### src/rtl/ddc_ctrl_pkg.sv
// Shared types and default constants for the receive DDC frame sequencer.
package ddc_ctrl_pkg;

  typedef enum logic [2:0] {
    IDLE    = 3'd0,
    ARM     = 3'd1,
    CAPTURE = 3'd2,
    RUN     = 3'd3,
    FLUSH   = 3'd4
  } ddc_state_e;

  localparam int                DDC_FRAME_LEN    = 680;
  localparam logic signed [15:0] DDC_MARKER_PHASE = -16'sd6559;

endpackage

### src/rtl/ddc_valid_delay.sv
// DEPTH-stage shift line carrying {valid, last} alongside the mixer pipeline.
module ddc_valid_delay #(
  parameter int DEPTH = 3
) (
  input  logic clk,
  input  logic rst_n,
  input  logic in_valid,
  input  logic in_last,
  output logic out_valid,
  output logic out_last
);

  logic [DEPTH-1:0] valid_q, valid_d;
  logic [DEPTH-1:0] last_q, last_d;

  always_comb begin
    valid_d = (valid_q << 1) | DEPTH'(in_valid);
    last_d  = (last_q << 1) | DEPTH'(in_last);
  end

  always_ff @(posedge clk or negedge rst_n) begin
    if (!rst_n) begin
      valid_q <= '0;
      last_q  <= '0;
    end else begin
      valid_q <= valid_d;
      last_q  <= last_d;
    end
  end

  assign out_valid = valid_q[DEPTH-1];
  assign out_last  = last_q[DEPTH-1];

endmodule

### src/rtl/ddc_frame_ctrl.sv
// Receive DDC sequencer: LUT capture, I/Q beat join, read addressing, aligned valid/last.
// Define DDC_FRAME_STATS_EN to build the completed-frame counter on frame_cnt.
module ddc_frame_ctrl
  import ddc_ctrl_pkg::*;
#(
  parameter int                FRAME_LEN    = DDC_FRAME_LEN,
  parameter logic signed [15:0] MARKER_PHASE = DDC_MARKER_PHASE,
  parameter int                PIPE_LAT     = 3,
  parameter int                SKEW_MAX     = 4,
  parameter int                AW           = 10
) (
  input  logic                aclk,
  input  logic                aresetn,
  input  logic                cfg_start,
  input  logic                cfg_stop,
  input  logic                vco_phase_valid,
  input  logic signed [15:0]  vco_phase,
  output logic                lut_wr_en,
  output logic [AW-1:0]       lut_wr_addr,
  input  logic                s_tvalid_I,
  input  logic                s_tvalid_Q,
  input  logic                s_tlast_I,
  input  logic                s_tlast_Q,
  output logic                s_tready,
  input  logic                ds_tready,
  output logic [AW-1:0]       lut_rd_addr,
  output logic                m_tvalid,
  output logic                m_tlast,
  output logic                busy,
  output logic                err_tlast,
  output logic                err_iq_skew,
  output logic [31:0]         frame_cnt,
  output ddc_state_e          dbg_state
);

  localparam int              SW        = $clog2(SKEW_MAX + 2);
  localparam int              FW        = (PIPE_LAT > 1) ? $clog2(PIPE_LAT) : 1;
  localparam logic [AW-1:0]   LAST_ADDR = AW'(FRAME_LEN - 1);
  localparam logic [SW-1:0]   SKEW_LIM  = SW'(SKEW_MAX);
  localparam logic [SW-1:0]   SKEW_SAT  = SW'(SKEW_MAX + 1);
  localparam logic [FW-1:0]   FLUSH_END = FW'(PIPE_LAT - 1);

  ddc_state_e    state_q, state_d;
  logic [AW-1:0] wr_addr_q, wr_addr_d;
  logic [AW-1:0] rd_addr_q, rd_addr_d;
  logic [FW-1:0] flush_cnt_q, flush_cnt_d;
  logic [SW-1:0] skew_cnt_q, skew_cnt_d;
  logic          stop_pend_q, stop_pend_d;
  logic          err_tlast_q, err_tlast_d;
  logic          err_iq_skew_q, err_iq_skew_d;
  logic          busy_q, busy_d;

  logic start_ok, accept, frame_end, wr_fire;

  // Handshake: s_tready is asserted only when both I and Q present a beat and
  // the output FIFO can take it, so the two streams always transfer together.
  assign start_ok  = (state_q == IDLE) && cfg_start && !cfg_stop;
  assign accept    = (state_q == RUN) && s_tvalid_I && s_tvalid_Q && ds_tready;
  assign frame_end = (rd_addr_q == LAST_ADDR);
  assign wr_fire   = (state_q == CAPTURE) && vco_phase_valid && !cfg_stop;

  always_comb begin
    state_d       = state_q;
    wr_addr_d     = wr_addr_q;
    rd_addr_d     = rd_addr_q;
    flush_cnt_d   = flush_cnt_q;
    skew_cnt_d    = '0;
    stop_pend_d   = stop_pend_q;
    err_tlast_d   = err_tlast_q;
    err_iq_skew_d = err_iq_skew_q;
    if (start_ok) begin
      err_tlast_d   = 1'b0;
      err_iq_skew_d = 1'b0;
    end
    case (state_q)
      IDLE: if (start_ok) state_d = ARM;
      ARM: begin
        if (cfg_stop) begin
          state_d     = IDLE;
          stop_pend_d = 1'b0;
        end else if (vco_phase_valid && (vco_phase == MARKER_PHASE)) begin
          state_d   = CAPTURE;
          wr_addr_d = '0;
        end
      end
      CAPTURE: begin
        if (cfg_stop) begin
          state_d     = IDLE;
          stop_pend_d = 1'b0;
        end else if (wr_fire) begin
          if (wr_addr_q == LAST_ADDR) begin
            state_d   = RUN;
            rd_addr_d = '0;
          end else begin
            wr_addr_d = wr_addr_q + 1'b1;
          end
        end
      end
      RUN: begin
        if (cfg_stop) stop_pend_d = 1'b1;
        if (s_tvalid_I != s_tvalid_Q)
          skew_cnt_d = (skew_cnt_q == SKEW_SAT) ? skew_cnt_q : skew_cnt_q + 1'b1;
        if (skew_cnt_d > SKEW_LIM) err_iq_skew_d = 1'b1;
        if (accept) begin
          // An early tlast still resyncs the read address to the frame start.
          rd_addr_d = (frame_end || s_tlast_I) ? '0 : rd_addr_q + 1'b1;
          if ((s_tlast_I != s_tlast_Q) || (s_tlast_I != frame_end)) err_tlast_d = 1'b1;
          if (frame_end && stop_pend_q) begin
            state_d     = FLUSH;
            flush_cnt_d = '0;
          end
        end
      end
      FLUSH: begin
        if (flush_cnt_q == FLUSH_END) begin
          state_d     = IDLE;
          stop_pend_d = 1'b0;
        end else begin
          flush_cnt_d = flush_cnt_q + 1'b1;
        end
      end
      default: state_d = IDLE;
    endcase
    busy_d = (state_d != IDLE);
  end

  always_ff @(posedge aclk or negedge aresetn) begin
    if (!aresetn) begin
      state_q       <= IDLE;
      wr_addr_q     <= '0;
      rd_addr_q     <= '0;
      flush_cnt_q   <= '0;
      skew_cnt_q    <= '0;
      stop_pend_q   <= 1'b0;
      err_tlast_q   <= 1'b0;
      err_iq_skew_q <= 1'b0;
      busy_q        <= 1'b0;
    end else begin
      state_q       <= state_d;
      wr_addr_q     <= wr_addr_d;
      rd_addr_q     <= rd_addr_d;
      flush_cnt_q   <= flush_cnt_d;
      skew_cnt_q    <= skew_cnt_d;
      stop_pend_q   <= stop_pend_d;
      err_tlast_q   <= err_tlast_d;
      err_iq_skew_q <= err_iq_skew_d;
      busy_q        <= busy_d;
    end
  end

`ifdef DDC_FRAME_STATS_EN
  logic [31:0] frame_cnt_q, frame_cnt_d;

  always_comb begin
    frame_cnt_d = frame_cnt_q;
    if (start_ok) frame_cnt_d = '0;
    else if (accept && frame_end && (frame_cnt_q != '1)) frame_cnt_d = frame_cnt_q + 1'b1;
  end

  always_ff @(posedge aclk or negedge aresetn) begin
    if (!aresetn) frame_cnt_q <= '0;
    else          frame_cnt_q <= frame_cnt_d;
  end

  assign frame_cnt = frame_cnt_q;
`else
  assign frame_cnt = '0;
`endif

  ddc_valid_delay #(.DEPTH(PIPE_LAT)) u_delay (
    .clk       (aclk),
    .rst_n     (aresetn),
    .in_valid  (accept),
    .in_last   (accept && frame_end),
    .out_valid (m_tvalid),
    .out_last  (m_tlast)
  );

  assign lut_wr_en   = wr_fire;
  assign lut_wr_addr = wr_addr_q;
  assign s_tready    = accept;
  assign lut_rd_addr = rd_addr_q;
  assign busy        = busy_q;
  assign err_tlast   = err_tlast_q;
  assign err_iq_skew = err_iq_skew_q;
  assign dbg_state   = state_q;

endmodule

### config.mk
export PLATFORM = sky130hd
export DESIGN_NAME = ddc_frame_ctrl
export DESIGN_NICKNAME = d
export VERILOG_FILES = /design/src/rtl/ddc_ctrl_pkg.sv /design/src/rtl/ddc_valid_delay.sv /design/src/rtl/ddc_frame_ctrl.sv
export SDC_FILE = /design/constraint.sdc
export NUM_CORES = 1
export LEC_CHECK = 0
export CAP_MARGIN = 40
export CELL_PAD_IN_SITES_DETAIL_PLACEMENT = 1
export CELL_PAD_IN_SITES_GLOBAL_PLACEMENT = 1
export CORE_MARGIN = 8
export CORE_UTILIZATION = 34
export CTS_CLUSTER_DIAMETER = 100
export CTS_CLUSTER_SIZE = 28
export DETAILED_ROUTE_END_ITERATION = 12
export PLACE_DENSITY_LB_ADDON = 0.1
export SYNTH_ARGS = -nofsm -noshare
export SYNTH_HDL_FRONTEND = slang
export SYNTH_HIERARCHICAL = 1
export SYNTH_SLANG_ARGS = --single-unit
### constraint.sdc
create_clock -name aclk -period 5.15 [get_ports aclk]
set_clock_uncertainty 0.05 [all_clocks]
set_input_delay 0.515 -clock aclk [delete_from_list [all_inputs] [get_ports aclk]]
set_output_delay 0.515 -clock aclk [all_outputs]
set_load 0.01 [all_outputs]
==> results of run 1 <==
==> placed cells by master (no fill, tap or decap), types with 3 or more instances in the layout <==
cell                              synthesis  routed
sky130_fd_sc_hd__nor2_1                  22      22
sky130_fd_sc_hd__dfrtp_1                 38      38
sky130_fd_sc_hd__nand3b_1                 3       3
sky130_fd_sc_hd__ha_1                     6       6
sky130_fd_sc_hd__clkbuf_8                 0       6
sky130_fd_sc_hd__a31oi_1                  8       8
sky130_fd_sc_hd__o21ai_1                 11      11
sky130_fd_sc_hd__xor2_1                   3       3
sky130_fd_sc_hd__clkdlybuf4s50_1          0      54
sky130_fd_sc_hd__conb_1                   1      32
sky130_fd_sc_hd__o31ai_1                  8       8
sky130_fd_sc_hd__or4_1                    7       7
sky130_fd_sc_hd__nand2b_1                 3       3
sky130_fd_sc_hd__nor3_1                   3       3
sky130_fd_sc_hd__and3_1                   6       6
sky130_fd_sc_hd__nand3_1                 13      13
sky130_fd_sc_hd__a21oi_1                 11      11
sky130_fd_sc_hd__o21ai_0                  5       5
sky130_fd_sc_hd__inv_1                    6       6
sky130_fd_sc_hd__and2_1                   3       3
sky130_fd_sc_hd__nand4_1                  4       4
sky130_fd_sc_hd__nand2_1                 25      25
==> final timing paths <==
check / from / endpoint / slack (ps)
worst max-delay path: cfg_stop / lut_wr_en / 2400
worst min-delay path: u_delay/last_q[0] / u_delay/last_q[1] / 300
worst max register to register: dbg_state[2] / lut_wr_addr[9] / 2920
worst min register to register: u_delay/last_q[0] / u_delay/last_q[1] / 300
max in group asynchronous: aresetn / lut_rd_addr[3] / 4150
min in group asynchronous: aresetn / lut_wr_addr[0] / 510
==> metal layers <==
metal | vias to the layer above | GRT usage, % | share of wire (%)
li1 | 941 | - | -
met4 | 0 | 3.91 | 1.1
met3 | 6 | 4.62 | 5.6
met5 | - | 0 | 0
met2 | 39 | 21.4 | 49
met1 | 936 | 15.4 | 44
==> through the flow <==
step / hold slack [ps] / power, mW / area [µm²] / setup WS (ps)
3_3_place_gp: 282 / 0.389 / 2740 / 2380
3_5_place_dp: 287 / 0.393 / 2770 / 2380
6_report: 301 / 0.706 / 2920 / 2400
5_1_grt: 316 / 0.739 / 2920 / 2300
2_1_floorplan: 169 / 0.371 / 2360 / 3040
4_1_cts: 305 / 0.715 / 2920 / 2380
==> state kept, by name, summed over array words and instances, names as in the netlist <==
register         flops
stop_pend_q          1
flush_cnt_q          2
dbg_state            3
busy                 1
err_iq_skew          1
u_delay/last_q       3
lut_wr_addr         10
u_delay/valid_q      3
lut_rd_addr         10
err_tlast            1
skew_cnt_q           3
==> power groups by stage <==
stage | logic [mW] | registers, mW | clock network [mW]
floorplan | 0.0505 | 0.321 | 0
global placement | 0.0685 | 0.321 | 0
detailed placement | 0.0716 | 0.322 | 0
CTS | 0.0727 | 0.316 | 0.327
global route | 0.0822 | 0.317 | 0.340
finish | 0.0719 | 0.316 | 0.319
==> layout make-up <==
type | instances | area [µm²]
inverter | 6 | 22.5
timing repair buffer | 58 | 583
fill | 755 | 3430
clock inverter | 2 | 60.1
tap | 77 | 96.3
clock buffer | 6 | 82.6
sequential | 38 | 951
multi-input combinational | 196 | 1120
==> logic make-up (layout without fill, tap and decap cells) <==
family / Yosys count / count (layout) / synth area share (%)
buf+inv: 43 / 72 / 12.6
xor+xnor: 4 / 4 / 1.56
simple gates: 106 / 106 / 26.9
flops: 38 / 38 / 42.4
fa+ha+maj: 6 / 6 / 3.35
compound gates: 48 / 48 / 13.0
other cells: 1 / 32 / 0.167
==> critical path, stage by stage <==
cell                              delay [ps]
sky130_fd_sc_hd__clkdlybuf4s50_1         510
sky130_fd_sc_hd__nand2b_1                290
sky130_fd_sc_hd__nor2_1                  260
sky130_fd_sc_hd__clkdlybuf4s50_1         600
==> run summary, run 1 <==
Timing
* slew margin rel.: 52.0%
* RSZ-0062 raised after global routing: false
* final setup vio count: 0
* Final TNS setup: 0 ps
* worst slew pin tran: 721 ps
* post-route fraction of the period consumed by the critical path: 53.3%
* Max Fclk: 364 MHz
* fin crit period: 2750 ps
* final count of hold timing violations: 0
* Pins Over Slew Limit: 0

CTS
* hold_buf cts: 1
* clock buffers created by TritonCTS: 5
* count of instances resized after the clock tree is built: 0
* H-Tree Depth: 2
* clock tree from TritonCTS: built
* post-CTS setup buffer count: 0
* cell at the root of the clock tree: sky130_fd_sc_hd__clkbuf_8
* TritonCTS sink count: 38
* clock slew seen by the registers of the worst setup and hold paths: 80 ps
* latest clock arrival within the worst-skew pair: 300 ps
* number of buffers on the longest clock path: 2

Yosys
* most used flip-flop cell after synthesis: sky130_fd_sc_hd__dfrtp_1
* number of warning messages in the yosys log: 6
* Synth Register Bits: 38
* Synth top area share: 42.4%
* library cells used by synthesis: 39
* mean instance size in the synthesized netlist: 9.11 µm²
* most instantiated cells after synthesis: sky130_fd_sc_hd__dfrtp_1 (38), sky130_fd_sc_hd__buf_4 (32), sky130_fd_sc_hd__nand2_1 (25)
* synthesized netlist cell count: 246
* cell type with the largest total area after synthesis: sky130_fd_sc_hd__dfrtp_1
* largest cells by area after synthesis: sky130_fd_sc_hd__dfrtp_1 (42%), sky130_fd_sc_hd__buf_4 (11%), sky130_fd_sc_hd__nand2_1 (4.2%)
* number of flops mapped to enable cells by yosys: 0
* most common cell in the synthesized netlist: sky130_fd_sc_hd__dfrtp_1
* Post-synth ARST share: 100%
* part of the Yosys area used for sequential elements: 42.4%
* post-synthesis cell area: 2240 µm²

Drt
* total wire length: 6050 µm
* routed wire length per instance: 15.8 µm
* DR pass1 iterations: 4
* total via count in the routed design: 1922
* residual antenna-violating net count after detailed routing: 0
* drt via density: 5.02
* initial detailed-routing violation count: 91
* Post-route DRC: 0

Power
* sw power: 0.158 mW
* net switching share of the total power: 22.3%
* portion of total power attributed to combinational logic: 10.2%
* leakage power total: 1.30 nW
* cell-internal power: 0.549 mW
* part of the total power dissipated in the clock network: 45.1%
* Reg power frac: 44.7%
* maximum resistive drop on vdd: 0.000135 V
* power per cell area: 242 nW/µm²

Worst setup path
* depth of the worst register-to-register path: 5
* largest fanout on the critical path: 6
* Worst Path Class, Setup: in -> out
* endpoint arrival time on the critical path: 2180 ps
* kind of end point of the critical path: output pin
* CP startpoint kind: primary input
* Crit path required time: 4590 ps

GRT
* vias in the first global route: 2053
* GRT Util Overall: 13.0%
* largest net degree at the start of global routing: 36
* initial antenna violation count: 0
* first-pass GRT wire length: 10400 µm
* GRT Residual Overflow: 0

Die
* number of top-level design ports: 88
* area of the die: 9440 µm²
* core region area: 6350 µm²
* number of rows created at floorplan: 29
* Die X-Extent: 97.2 µm
* Initial Util: 35.3%
* overall die height: 97.2 µm

Final layout
* antenna fix cells: 0
* fraction of layout cells with a size suffix above 1: 5.56%
* Core Util, Final: 46.0%
* Final Instance Count excl. Fillers: 383
* post-layout net count: 337
* synth-to-layout area growth: 30.3%

Hold path
* path type of the worst min-delay path: reg -> reg
* cell depth of the worst min-delay path: 0

Placed design
* routability congestion estimate: 0.764
* IO Port Bufs: 55
* detailed placement HPWL: 4670 µm
* number of instances in the placed design: 374

Flow run
* max_cap viols: 0

Outcome
* run status: finished clean

Power figures use the tool's default switching activity.
==> inputs of run 2 (changes only) <==
--- a/config.mk
+++ b/config.mk
@@ -9,7 +9,7 @@
 export CELL_PAD_IN_SITES_DETAIL_PLACEMENT = 1
 export CELL_PAD_IN_SITES_GLOBAL_PLACEMENT = 1
 export CORE_MARGIN = 8
-export CORE_UTILIZATION = 34
+export CORE_UTILIZATION = 29
 export CTS_CLUSTER_DIAMETER = 100
 export CTS_CLUSTER_SIZE = 28
 export DETAILED_ROUTE_END_ITERATION = 12
==> constraint.sdc (replaced) <==
create_clock -name aclk -period 2.4 [get_ports aclk]
set_clock_uncertainty 0.05 [all_clocks]
set_input_delay 0.24 -clock aclk [delete_from_list [all_inputs] [get_ports aclk]]
set_output_delay 0.24 -clock aclk [all_outputs]
set_load 0.01 [all_outputs]
==> run 2 against run 1 <==
Net effect:
- final area increased by 3.2%
- power rose by 110%
- sequential cell count did not move
- routed wire length increased by 5.8%
- hold slack worse by 7.3 ps
- critical path type is now reg -> out
- critical endpoint unchanged
==> run summary, run 2 (synthesis gave the netlist of run 1 again) <==
CTS
* clock buffers created by TritonCTS: 5
* H-Tree Depth: 2
* post-CTS setup buffer count: 0
* latest clock arrival within the worst-skew pair: 300 ps
* number of buffers on the longest clock path: 2
* clock tree from TritonCTS: built
* count of instances resized after the clock tree is built: 0
* TritonCTS sink count: 38
* cell at the root of the clock tree: sky130_fd_sc_hd__clkbuf_8
* clock slew seen by the registers of the worst setup and hold paths: 80 ps

Final layout
* synth-to-layout area growth: 34.5%
* Core Util, Final: 39.6%
* antenna fix cells: 0
* fillers: 898
* commonest cells after routing, fill and taps aside: sky130_fd_sc_hd__clkdlybuf4s50_1 (54), sky130_fd_sc_hd__dfrtp_1 (38), sky130_fd_sc_hd__conb_1 (32), sky130_fd_sc_hd__nand2_1 (25), sky130_fd_sc_hd__nor2_1 (22)
* fin area: 3010 µm²
* most frequent standard cell in the layout excluding fill and tap cells: sky130_fd_sc_hd__clkdlybuf4s50_1
* Final Instance Count excl. Fillers: 417
* post-layout net count: 346
* fraction of layout cells with a size suffix above 1: 8.25%

GRT
* first-pass GRT wire length: 11000 µm
* GRT Util Overall: 12.2%
* largest net degree at the start of global routing: 32
* GRT Residual Overflow: 0
* vias in the first global route: 2195
* initial antenna violation count: 0

Placed design
* Placed Instance Area: 2870 µm²
* detailed placement HPWL: 5030 µm
* number of instances in the placed design: 408
* Setup WS pre-CTS: 24.4 ps
* routability congestion estimate: 0.752
* IO Port Bufs: 55

Timing
* final setup vio count: 0
* Final TNS setup: 0 ps
* fin crit period: 2300 ps
* final count of hold timing violations: 0
* RSZ-0062 raised after global routing: false
* Max Fclk: 435 MHz
* post-route fraction of the period consumed by the critical path: 95.7%
* Pins Over Slew Limit: 0
* final worst-path setup slack: 103 ps
* final hold slack: 294 ps

Die
* number of rows created at floorplan: 32
* Die X-Extent: 104 µm
* overall die height: 104 µm
* area of the die: 10800 µm²
* number of top-level design ports: 88
* Initial Util: 29.5%
* core region area: 7610 µm²

Power
* portion of total power attributed to combinational logic: 10.3%
* maximum resistive drop on vdd: 0.000230 V
* power per cell area: 498 nW/µm²
* net switching share of the total power: 23.3%
* Reg power frac: 45.2%
* part of the total power dissipated in the clock network: 44.6%
* sw power: 0.350 mW
* overall power consumption: 1.50 mW
* leakage power total: 1.34 nW
* cell-internal power: 1.15 mW

Drt
* drt via density: 4.74
* initial detailed-routing violation count: 76
* residual antenna-violating net count after detailed routing: 0
* total wire length: 6400 µm
* DR pass1 iterations: 4
* Post-route DRC: 0
* total via count in the routed design: 1976
* routed wire length per instance: 15.3 µm

Worst setup path
* Crit path required time: 2110 ps
* worst setup path startpoint: dbg_state[1]
* kind of end point of the critical path: output pin
* largest fanout on the critical path: 7
* startpoint of the worst register-to-register path: dbg_state[1]
* endpoint arrival time on the critical path: 2010 ps
* Worst Path Class, Setup: reg -> out
* CP startpoint kind: flip-flop

Outcome
* run status: finished clean

Hold path
* path type of the worst min-delay path: in -> async

Flow run
* max_cap viols: 0

-- run 2: changes by cell type in the layout (fill, tap and decap cells not counted) --
cell,previous run,this run
sky130_fd_sc_hd__buf_4,1,10
sky130_fd_sc_hd__clkbuf_8,6,5
sky130_fd_sc_hd__clkinv_4,0,1
-- run 2: timing repair --
item,CTS,global route
hold buffers,1,0
setup endpoints to repair,0,0
hold endpoints to repair,7,0
-- run 2: critical path, cell delays in order, from the launching register on --
cell                              delay (ps)
sky130_fd_sc_hd__dfrtp_1                 470
sky130_fd_sc_hd__or3b_4                  450
sky130_fd_sc_hd__nor2_1                  210
sky130_fd_sc_hd__clkdlybuf4s50_1         590
-- run 2: layout make-up --
cell class | count | area, µm² | share of cell area, %
clock buffers | 5 | 68.8 | 2.28
clock inverters | 3 | 68.8 | 2.28
inverters | 6 | 22.5 | 0.748
multi-input cells | 196 | 1120 | 37.3
flip-flops and latches | 38 | 951 | 31.6
well taps | 102 | 128 | 4.24
repair buffers | 67 | 651 | 21.6
-- run 2: power by group through the flow --
| stage | Clock (mW) | Combinational [mW] | Sequential (mW) |
|---|---|---|---|
| final | 0.669 | 0.154 | 0.678 |
| after CTS | 0.685 | 0.156 | 0.678 |
| after floorplan | 0 | 0.108 | 0.688 |
| after global routing | 0.712 | 0.179 | 0.681 |
| after detailed placement | 0 | 0.154 | 0.691 |
| after global placement | 0 | 0.148 | 0.690 |
-- run 2: final timing paths --
check	to	slack [ps]	cells past startpoint
max	lut_wr_en	100	3
min in group aclk	u_delay/last_q[2]	300	0
max in group asynchronous	dbg_state[1]	1560	3
min reg2reg	u_delay/last_q[2]	300	0
min	lut_wr_addr[5]	290	2
max reg2reg	lut_rd_addr[2]	240	5
-- run 2: routing by layer --
metal	routed length (µm)	up-vias	GRT usage, %
met1	2830	965	14.0
met2	3200	49	21.7
met5	0	-	0
met4	61	0	3.10
met3	309	5	3.53
li1	-	957	-
